**src/rtl/rd_stream_adapter_pkg.sv**
```systemverilog
// Shared defaults and sizing helpers for the read-side stream adapter.
package rd_stream_adapter_pkg;

  localparam int unsigned DATASIZE_DEF   = 8;
  localparam int unsigned ADDRSIZE_DEF   = 4;
  localparam int unsigned OBUF_DEPTH_DEF = 2;

  // Counter width able to hold 0..depth inclusive.
  function automatic int unsigned cnt_width(input int unsigned depth);
    return $clog2(depth) + 1;
  endfunction

  // Pointer width for a circular buffer of 'depth' entries (never below one bit).
  function automatic int unsigned ptr_width(input int unsigned depth);
    return (depth < 2) ? 1 : $clog2(depth);
  endfunction

endpackage

```
**src/rtl/rd_stream_adapter_if.sv**
```systemverilog
// FIFO read port plus valid/ready stream bundle; master is the adapter's view.
interface rd_stream_adapter_if
  import rd_stream_adapter_pkg::*;
#(
  parameter int unsigned DATASIZE   = DATASIZE_DEF,
  parameter int unsigned OBUF_DEPTH = OBUF_DEPTH_DEF
);

  localparam int unsigned CNTW = cnt_width(OBUF_DEPTH);

  logic                rempty;
  logic                rq;
  logic [DATASIZE-1:0] rdata;
  logic [DATASIZE-1:0] m_data;
  logic                m_valid;
  logic                m_ready;
  logic [CNTW-1:0]     obuf_cnt;

  modport master (
    input  rempty, rdata, m_ready,
    output rq, m_data, m_valid, obuf_cnt
  );

  modport slave (
    output rempty, rdata, m_ready,
    input  rq, m_data, m_valid, obuf_cnt
  );

endinterface

```
**src/rtl/rd_stream_adapter_obuf.sv**
```systemverilog
// Register-based circular output buffer with write/read pointers and an occupancy count.
module rd_stream_adapter_obuf
  import rd_stream_adapter_pkg::*;
#(
  parameter int unsigned DATASIZE   = DATASIZE_DEF,
  parameter int unsigned OBUF_DEPTH = OBUF_DEPTH_DEF
) (
  input  logic                             clk,
  input  logic                             rst,
  input  logic                             wr_en,
  input  logic [DATASIZE-1:0]              wr_data,
  input  logic                             rd_en,
  output logic [DATASIZE-1:0]              rd_data,
  output logic [cnt_width(OBUF_DEPTH)-1:0] occ
);

  localparam int unsigned CNTW = cnt_width(OBUF_DEPTH);
  localparam int unsigned PTRW = ptr_width(OBUF_DEPTH);

  logic [DATASIZE-1:0] mem [OBUF_DEPTH];
  logic [PTRW-1:0]     wr_ptr;
  logic [PTRW-1:0]     rd_ptr;

  function automatic logic [PTRW-1:0] next_ptr(input logic [PTRW-1:0] p);
    return (p == PTRW'(OBUF_DEPTH - 1)) ? '0 : p + PTRW'(1);
  endfunction

  // Storage carries no reset; contents are only observed while occ != 0.
  always_ff @(posedge clk) begin
    if (wr_en) begin
      mem[wr_ptr] <= wr_data;
    end
  end

  always_ff @(posedge clk or posedge rst) begin
    if (rst) begin
      wr_ptr <= '0;
      rd_ptr <= '0;
      occ    <= '0;
    end else begin
      if (wr_en) begin
        wr_ptr <= next_ptr(wr_ptr);
      end
      if (rd_en) begin
        rd_ptr <= next_ptr(rd_ptr);
      end
      occ <= occ + CNTW'(wr_en) - CNTW'(rd_en);
    end
  end

  assign rd_data = mem[rd_ptr];

  a_occ_bound : assert property (@(posedge clk) disable iff (rst)
    occ <= CNTW'(OBUF_DEPTH));

  a_no_underflow : assert property (@(posedge clk) disable iff (rst)
    rd_en |-> (occ != '0));

  a_no_overflow : assert property (@(posedge clk) disable iff (rst)
    (wr_en && !rd_en) |-> (occ < CNTW'(OBUF_DEPTH)));

endmodule

```
**src/rtl/rd_stream_adapter.sv**
```systemverilog
// Read-domain FIFO consumer: credit-based read requests, one-cycle memory latency
// absorbed by a small output buffer, presented as a valid/ready stream.
module rd_stream_adapter
  import rd_stream_adapter_pkg::*;
#(
  parameter int unsigned DATASIZE   = DATASIZE_DEF,
  parameter int unsigned OBUF_DEPTH = OBUF_DEPTH_DEF
) (
  input  logic                 rclk,
  input  logic                 rrst,
  rd_stream_adapter_if.master  bus
);

  localparam int unsigned CNTW = cnt_width(OBUF_DEPTH);
  localparam int unsigned PW   = CNTW + 1;

  logic                inflight;
  logic                acc;
  logic                pop;
  logic                credit_ok;
  logic                rq_int;
  logic                valid_int;
  logic [CNTW-1:0]     occ;
  logic [PW-1:0]       pending;
  logic [DATASIZE-1:0] head_data;

  assign valid_int = (occ != '0);
  assign pop       = valid_int & bus.m_ready;

  // Slots committed after this cycle's pop; m_ready -> rq is combinational on purpose.
  assign pending   = PW'(occ) + PW'(inflight) - PW'(pop);
  assign credit_ok = (pending < PW'(OBUF_DEPTH));
  assign rq_int    = ~rrst & ~bus.rempty & credit_ok;
  assign acc       = rq_int & ~bus.rempty;

  // The accepted read returns data on the following cycle.
  always_ff @(posedge rclk or posedge rrst) begin
    if (rrst) begin
      inflight <= 1'b0;
    end else begin
      inflight <= acc;
    end
  end

  rd_stream_adapter_obuf #(
    .DATASIZE   (DATASIZE),
    .OBUF_DEPTH (OBUF_DEPTH)
  ) u_obuf (
    .clk     (rclk),
    .rst     (rrst),
    .wr_en   (inflight),
    .wr_data (bus.rdata),
    .rd_en   (pop),
    .rd_data (head_data),
    .occ     (occ)
  );

  assign bus.rq       = rq_int;
  assign bus.m_valid  = valid_int;
  assign bus.m_data   = head_data;
  assign bus.obuf_cnt = occ + CNTW'(inflight);

  a_stall_stable : assert property (@(posedge rclk) disable iff (rrst)
    (valid_int && !bus.m_ready) |=> (valid_int && $stable(head_data)));

  a_credit_bound : assert property (@(posedge rclk) disable iff (rrst)
    (PW'(occ) + PW'(inflight)) <= PW'(OBUF_DEPTH));

endmodule

```
**src/flat_wrapper.sv**
```systemverilog
// flat-port wrapper written by rule: the top's interface ports become plain ports
module rd_stream_adapter_flat import rd_stream_adapter_pkg::*;
#(
  parameter int unsigned DATASIZE   = DATASIZE_DEF,
  parameter int unsigned OBUF_DEPTH = OBUF_DEPTH_DEF
)
  (rclk, rrst, bus_rempty, bus_rdata, bus_m_ready, bus_rq, bus_m_data, bus_m_valid, bus_obuf_cnt);
  rd_stream_adapter_if #(.DATASIZE(DATASIZE), .OBUF_DEPTH(OBUF_DEPTH)) bus_i ();
  input  logic rclk;
  input  logic rrst;
  input wire logic [$bits(bus_i.rempty)-1:0] bus_rempty;
  input wire logic [$bits(bus_i.rdata)-1:0] bus_rdata;
  input wire logic [$bits(bus_i.m_ready)-1:0] bus_m_ready;
  output wire logic [$bits(bus_i.rq)-1:0] bus_rq;
  output wire logic [$bits(bus_i.m_data)-1:0] bus_m_data;
  output wire logic [$bits(bus_i.m_valid)-1:0] bus_m_valid;
  output wire logic [$bits(bus_i.obuf_cnt)-1:0] bus_obuf_cnt;
  assign bus_i.rempty = bus_rempty;
  assign bus_i.rdata = bus_rdata;
  assign bus_i.m_ready = bus_m_ready;
  assign bus_rq = bus_i.rq;
  assign bus_m_data = bus_i.m_data;
  assign bus_m_valid = bus_i.m_valid;
  assign bus_obuf_cnt = bus_i.obuf_cnt;
  rd_stream_adapter #(.DATASIZE(DATASIZE), .OBUF_DEPTH(OBUF_DEPTH)) u_core (.rclk(rclk), .rrst(rrst), .bus(bus_i));
endmodule
```
**config.mk**
```make
export PLATFORM = sky130hd
export DESIGN_NAME = rd_stream_adapter_flat
export DESIGN_NICKNAME = d
export VERILOG_FILES = /design/src/rtl/rd_stream_adapter_pkg.sv /design/src/rtl/rd_stream_adapter_if.sv /design/src/rtl/rd_stream_adapter_obuf.sv /design/src/rtl/rd_stream_adapter.sv /design/src/flat_wrapper.sv
export SDC_FILE = /design/constraint.sdc
export NUM_CORES = 1
export LEC_CHECK = 0
export ABC_AREA = 1
export CAP_MARGIN = 10
export CORE_UTILIZATION = 30
export DETAILED_ROUTE_END_ITERATION = 16
export GPL_TIMING_DRIVEN = 0
export PLACE_DENSITY = 0.63
export SLEW_MARGIN = 0
export SYNTH_ARGS = -nofsm -noshare
export SYNTH_HDL_FRONTEND = slang
export SYNTH_SLANG_ARGS = --single-unit
```
**constraint.sdc**
```tcl
create_clock -name rclk -period 1.5 [get_ports rclk]
set_input_delay 0.3 -clock rclk [delete_from_list [all_inputs] [get_ports rclk]]
set_output_delay 0.3 -clock rclk [all_outputs]
set_load 0.1 [all_outputs]
```
# After elaboration in Yosys (flattened, before gate mapping)

Memories as Yosys holds them, arrays and structs flattened.
Index checks and enable logic that the tools add are counted.

Register bits: 5
RAM bits: 16
Bits of input ports: 12
Word-level logic and storage cells: 23
Memories kept: 1

Add/subtract/negate cells: 6
$lt $le $gt $ge: 1
Mux-type cells: 4
Bitwise logic cells: 6
Reduce and logical (&&, ||, !) cells: 1

Memory list:

| memory            | words | width | read ports | clocked after memory_dff | write ports | line                         | RTL |
|---|---|---|---|---|---|---|---|
| u_core.u_obuf.mem | 2     | 8     | 1          | 0                        | 1           | rd_stream_adapter_obuf.sv:20 | `logic [DATASIZE-1:0] mem [OBUF_DEPTH];` |

Operator list:

| cell                                                        | number |
|---|---|
| AND 1 bit                                                   | 4 |
| 2-to-1 mux 1 bit                                            | 4 |
| adder 2 x 1 -> 3 bit                                        | 1 |
| less-than comparator 3 x 2 -> 1 bit (second input constant) | 1 |
| subtractor 3 x 1 -> 3 bit                                   | 1 |
| adder 1 bit (second input constant)                         | 2 |
| adder 2 x 1 -> 2 bit                                        | 1 |
| inverter 1 bit                                              | 2 |
| nonzero test 2 bit                                          | 1 |
| subtractor 2 x 1 -> 2 bit                                   | 1 |

# Longest topological paths before layout

Gate-level depths: netlist of the first run.

Depth in word-level cells: 6
Mapped depth: 8

# By module

From an unflattened synthesis of the first run, not the netlist that was laid out.

Cells, all modules: 85
Area total of the unflattened synthesis: 962.2 sq um

By module, submodules not included:

| module                 | instances | cells an instance | area each (sq um) |
|---|---|---|---|
| rd_stream_adapter_obuf | 1         | 65                | 823.3 |
| rd_stream_adapter      | 1         | 20                | 138.9 |

# Worst setup path before layout of the first run

No wires, ideal clock.

Kind: register to output
Start point: register u_core.u_obuf.occ[1]
End point: output bus_rq
Arrival: 2.828 ns
Data required time: 1.200 ns
Slack: -1.628 ns
Stages on the path, launching flop included: 9
Cell sequence: dfrtp_1 inv_2 nand2_4 nand2_2 nand2_1 nand3_1 fa_1 xor2_1 nor2_1

Cells in the longest elaborated chain, start to end: 5

RTL lines:

| item                                | line                         | RTL |
|---|---|---|
| start: declaration                  | rd_stream_adapter_obuf.sv:14 | `output logic [cnt_width(OBUF_DEPTH)-1:0] occ` |
| start signal: assignment            | rd_stream_adapter_obuf.sv:47 | `occ <= occ + CNTW'(wr_en) - CNTW'(rd_en);` |
| nonzero test 2 bit                  | rd_stream_adapter.sv:27      | `assign valid_int = (occ != '0);` |
| named net bus_m_valid               | flat_wrapper.sv:16           | `output wire logic [$bits(bus_i.m_valid)-1:0] bus_m_valid;` |
| AND 1 bit                           | rd_stream_adapter.sv:28      | `assign pop = valid_int & bus.m_ready;` |
| subtractor 3 x 1 -> 3 bit           | rd_stream_adapter.sv:31      | `assign pending = PW'(occ) + PW'(inflight) - PW'(pop);` |
| less-than comparator 3 x 2 -> 1 bit | rd_stream_adapter.sv:32      | `assign credit_ok = (pending < PW'(OBUF_DEPTH));` |
| AND 1 bit                           | rd_stream_adapter.sv:33      | `assign rq_int = ~rrst & ~bus.rempty & credit_ok;` |
| end: declaration                    | flat_wrapper.sv:14           | `output wire logic [$bits(bus_i.rq)-1:0] bus_rq;` |

The timed path passes the listed nets, and every way through them passes these cells.

# Worst setup path in the final report of the first run

Start point: register u_core.u_obuf.occ[0]
End point: output bus_rq

Cells in the longest elaborated chain, start to end: 5

RTL lines:

| item                                                                         | line |
|---|---|
| parallel branches: the longest is 2 deep, another holds adder 2 x 1 -> 3 bit | -- |
| subtractor 3 x 1 -> 3 bit *                                                  | rd_stream_adapter.sv:31 |
| less-than comparator 3 x 2 -> 1 bit *                                        | rd_stream_adapter.sv:32 |
| AND 1 bit *                                                                  | rd_stream_adapter.sv:33 |

Every way passes the cells marked *.

==> results of run 1 <==
-- sequential cells by signal (all words and copies together), names as in the netlist --
signal	flops
u_core.u_obuf.wr_ptr	1
u_core.inflight	1
u_core.u_obuf.rd_ptr	1
u_core.u_obuf.mem	16
u_core.u_obuf.occ	2
-- cell usage after synthesis --
cell type	count	area share
buf_2	1	0.0055
clkinv_2	1	0.0055
dfrtp_1	5	0.14
edfxtp_1	16	0.53
fa_1	1	0.022
ha_1	1	0.014
inv_1	7	0.029
inv_2	2	0.0083
nand2_1	36	0.15
nand2_2	2	0.014
nand2_4	1	0.012
nand3_1	3	0.017
nand3_2	1	0.011
nor2_1	7	0.029
xor2_1	2	0.019
-- worst min path at each step --
stage | end | slack (ps)
after floorplan | u_core.inflight$_DFF_PP0_ | 80
after detailed placement | u_core.u_obuf.wr_ptr$_DFFE_PP0P_ | 490
after global routing | u_core.u_obuf.occ[0]$_DFF_PP0_ | 250
after global placement | u_core.u_obuf.wr_ptr$_DFFE_PP0P_ | 480
final | u_core.u_obuf.occ[0]$_DFF_PP0_ | 210
after CTS | u_core.u_obuf.occ[0]$_DFF_PP0_ | 220
-- critical path, stage by stage, from the launching register on --
cell and delay [ps]:
dfrtp_1 400, inv_2 70, nand2_8 90, nand2_8 60
nand2_4 70, nand3_2 60, fa_2 540, nand2_2 70
nor2_4 110, buf_12 180
-- final cells by class --
class                      count  area (um2)  area share
tap                           31        38.8      0.0236
clock buffer                   4        26.3      0.0160
buffer                         1        11.3     0.00686
multi-input combinational     54         395       0.241
timing repair inverter         1        7.51     0.00457
sequential                    21         608       0.370
timing repair buffer          42         507       0.309
inverter                      10        47.5      0.0290
-- logic make-up after synthesis --
kind of cell             Yosys count  synth area share
AND/OR/NAND/NOR                   50             0.231
flip-flops                        21             0.666
buffers and inverters             11            0.0481
XOR/XNOR                           2            0.0193
adder cells (fa/ha/maj)            2            0.0358
-- repair_timing --
action	CTS	global route
endpoints found under the hold margin	0	0
gates cloned	2	0
buffers inserted	10	9
pin swaps	3	6
gates resized for setup	114	23
endpoints found under the setup margin	13	13
-- through the flow --
stage | std cells | hold slack, ps | setup slack (ps) | util
2_1_floorplan | 86 | 78.5 | -745 | -
3_3_place_gp | 140 | 477 | -1760 | 0.442
3_5_place_dp | 140 | 490 | -1780 | 0.442
4_1_cts | 156 | 220 | -732 | 0.537
5_1_grt | 164 | 249 | -827 | 0.585
6_report | 164 | 207 | -759 | 0.585
-- layer usage --
metal | wire length [um] | global-route usage | part of all wire
met1 | 837 | 0.153 | 0.41
met5 | 0 | 0 | 0
met4 | 18 | 0.0383 | 0.0089
met3 | 96 | 0.0227 | 0.048
met2 | 1070 | 0.245 | 0.53
==> out/results.ini, run 1 <==
[worst_setup_path]
r2r_start = u_core.u_obuf.occ[0]$_DFF_PP0_
crit_type = flop to output pin
cp-end-kind = output pin
r2r_slack_ps = -160
critPathArrivalTime_ps = 1960
critical_path.max_fanout = 4
crit_start = u_core.u_obuf.occ[0]$_DFF_PP0_
worst_ep_required_time_ps = 1200
rr_worst_depth = 9
critPathCapture = bus_rq
regToRegEndpoint = u_core.inflight$_DFF_PP0_
crit_path_start_kind = flop

[sta]
fin_setup_tns_ps = -1790
fin_skew_ps = 8.31
worst_pin_slew_ps = 652
slew_violations = 0
fmax_mhz = 443
setup_viol = 13
period_minus_slack_ps = 2260
setup_ws_ps = -759
rsz0062_at_grt = true
hold_viol_final = 0
period_share = 1.51
relSlewSlack = 0.564

[routing]
drt_wl_total_mm = 2.02
dr_total_vias = 741
first_pass_iters = 10
drc = 2
vias_per_cell = 4.52
drt-initial-drc-count = 33
ant_nets = 0
routedWlPerCell_um = 12.3

[clocking]
clkTransAtPathRegs_ps = 110
clock_sinks = 21
numCtsBuffers = 3
clockBufferDepth = 2
htreeDepth = 1
root_buffer = clkbuf_4
cts_tree = built
postCtsHoldBufs = 0
clk_latency_ps = 300

[die]
die_height_um = 57.1
boundaryPins = 24
initial_utilization = 0.324
dieWidth_um = 57.1
dieArea_um2 = 3260
core_um2 = 2810
rows = 19

[global_routing]
grt_use_total = 0.131
grt_antenna_before_repair = 0
grt.overflow.total = 0
grt_pass1_wl_mm = 3.26
grt_max_degree = 12
grt_pass1_vias = 740

[layout]
final_cell_mix = nand2_2 (19), edfxtp_1 (16), nand2_1 (15), buf_4 (15), buf_12 (12)
final_net_count = 148
layout_commonest_cell = nand2_2
final_area_um2 = 1640
n_antenna_cell = 0
syn_to_final_growth_pct = 80.5
drive_gt1_frac = 0.564
n_fill_cell = 231

[placement]
dpl_cell_area_um2 = 1240
port-buffer-count = 23
place_hpwl_mm = 1.20
gp_congestion = 0.724

[yosys]
syn_avg_cell_area_um2 = 10.6
synthesis.area_um2 = 910
synth_cell_types = 15
syn_inst = 86
synth_seq_cells = 21
yosysSeqAreaShare = 0.666
synth_fp_nets = 100
yosysWarningCount = 0

[job]
drv_cap = 0

[status]
outcome = complete, but fails checks
violations = DRC, setup timing

[min_path]
hold_class = input port to async pin

Power of run 1 is left out: the tool's default activity adds up to more than one toggle a clock period on the data nets, which glitch-free logic cannot reach.
==> inputs of run 2 (changes only) <==
==> constraint.sdc (replaced) <==
create_clock -name rclk -period 1.89 [get_ports rclk]
set_input_delay 0.378 -clock rclk [delete_from_list [all_inputs] [get_ports rclk]]
set_output_delay 0.378 -clock rclk [all_outputs]
set_load 0.1 [all_outputs]
==> run 2 against run 1 <==
Net effect: the flow still finishes with violations (DRC, setup timing); critical path depth stayed put; count of clock-buffer cells in the layout is 1 lower; final area is 22% lower; register-to-register slack better by 450 ps; cell count is 10% lower; sequential share of layout area is 11 points higher; die area stayed put; non-clock buffer count is 16 lower; worst setup slack better by 240 ps.
==> out/results.ini, run 2 (synthesis gave the netlist of run 1 again) <==
[sta]
hold_viol_final = 0
fin_skew_ps = 1.68
fin_setup_tns_ps = -757
slew_violations = 0
setup_viol = 2
setup_ws_ps = -517
fmax_mhz = 415
relSlewSlack = 0.368
rsz0062_at_grt = true
worst_pin_slew_ps = 952
period_share = 1.27
period_minus_slack_ps = 2410

[layout]
regMostFlops = u_core.u_obuf.mem
syn_to_final_growth_pct = 39.9
final-seq-area_um2 = 608
final_area_um2 = 1270
drive_gt1_frac = 0.293
largest_reg_flops = 16
n_fill_cell = 278
n_antenna_cell = 0
final_cell_mix = nand2_1 (35), edfxtp_1 (16), clkdlybuf4s50_1 (10)
largestRegisters = u_core.u_obuf.mem (16), u_core.u_obuf.occ (2)
multi_input_area_um2 = 299
final_net_count = 131
layout_commonest_cell = nand2_1

[routing]
dr_total_vias = 632
wl_met1_um = 702
vias_per_cell = 4.30
ant_nets = 0
drt_wl_total_mm = 1.68
drc = 9
met2_length_um = 834
met3_length_um = 139
drt-initial-drc-count = 28
routed.top_layer = met3
routedWlPerCell_um = 11.4
first_pass_iters = 10

[worst_setup_path]
slowest_stage = fa_2
worst_ep_required_time_ps = 1510
path_depth = 9
critical_path.max_fanout = 4
critPathArrivalTime_ps = 2030
crit_path_start_kind = flop
rr_worst_depth = 8
crit_chain = inv_2 > nand2_8 > nand2_4 > nand2_1 > nand3_1 > fa_2 > nand2_2 > nor2_4 > buf_12
crit_buf_inv = 2
cp-end-kind = output pin
critical-path-top-delay-family = adder cells
crit_type = flop to output pin
slowest_delay_ps = 560

[status]
outcome = complete, but fails checks
violations = DRC, setup timing

[die]
core_um2 = 2810
boundaryPins = 24
dieArea_um2 = 3260
initial_utilization = 0.324
dieWidth_um = 57.1
die_height_um = 57.1
rows = 19

[placement]
gp_congestion = 0.726
port-buffer-count = 23
dpl_cell_area_um2 = 1220
place_hpwl_mm = 1.18

[clocking]
numCtsBuffers = 3
clk_latency_ps = 300
cts_tree = built
htreeDepth = 1
root_buffer = clkbuf_4
postCtsHoldBufs = 0
clockBufferDepth = 2
clkTransAtPathRegs_ps = 120
clock_sinks = 21

[global_routing]
grt_use_total = 0.116
grt_antenna_before_repair = 0
grt_pass1_wl_mm = 2.80
grt_pass1_vias = 586
grt_max_degree = 13
grt.overflow.total = 0

[job]
drv_cap = 0

[min_path]
hold_class = input port to async pin

run 2: cell types whose count changed in the layout (fill, tap and decap cells not counted), moves of 6 or more:
| cell | delta |
|---|---|
| nand2_1 | +20 |
| buf_4 | -6 |
| nand2_2 | -17 |
| buf_12 | -11 |
run 2: final cells by class:
cell class                      instances  share of cell area
Buffer                                  1             0.00393
Timing Repair Buffer                   26               0.197
Sequential cell                        21               0.478
Inverter                               10              0.0344
Tap cell                               31              0.0305
Clock inverter                          1             0.00393
Clock buffer                            3              0.0177
Multi-Input combinational cell         54               0.235
run 2: worst reg2reg max path: stages (launching register included):
cell and delay, ps:
dfrtp_1 420, inv_2 80, nand2_8 90, nand2_4 60, nand2_1 60, nand3_1 90
fa_2 560, nand2_2 80, nor2_1 100
run 2: worst paths after layout:
kind / startpoint / endpoint / slack (ps)
min in group rclk: u_core.u_obuf.wr_ptr$_DFFE_PP0P_ / u_core.u_obuf.wr_ptr$_DFFE_PP0P_ / 510
max in group asynchronous: rrst / u_core.inflight$_DFF_PP0_ / 1410
min: rrst / u_core.u_obuf.occ[0]$_DFF_PP0_ / 290
max: u_core.u_obuf.occ[0]$_DFF_PP0_ / bus_rq / -520
max reg2reg: u_core.u_obuf.occ[0]$_DFF_PP0_ / u_core.inflight$_DFF_PP0_ / 290
min reg2reg: u_core.u_obuf.wr_ptr$_DFFE_PP0P_ / u_core.u_obuf.wr_ptr$_DFFE_PP0P_ / 510
run 2: through the flow:
step | std cells | utilization | hold WS (ps) | setup WS (ps)
4_1_cts | 146 | 0.444 | 284 | -521
5_1_grt | 147 | 0.454 | 296 | -653
2_1_floorplan | 86 | - | 156 | -433
6_report | 147 | 0.454 | 286 | -517
3_3_place_gp | 140 | 0.435 | 477 | -1530
3_5_place_dp | 140 | 0.435 | 485 | -1570
run 2: layer usage:
layer	global-route usage	vias up
li1	-	328
met1	0.145	280
met4	0.0105	0
met2	0.192	24
met5	0	-
met3	0.0544	0
run 2: repair_timing:
| item | CTS | global route |
|---|---|---|
| gates cloned | 0 | 0 |
| setup buffers | 2 | 1 |
| endpoints found under the setup margin | 12 | 11 |
| resized for setup | 71 | 6 |
| endpoints found under the hold margin | 0 | 0 |
Power of run 2 is left out for the same reason.
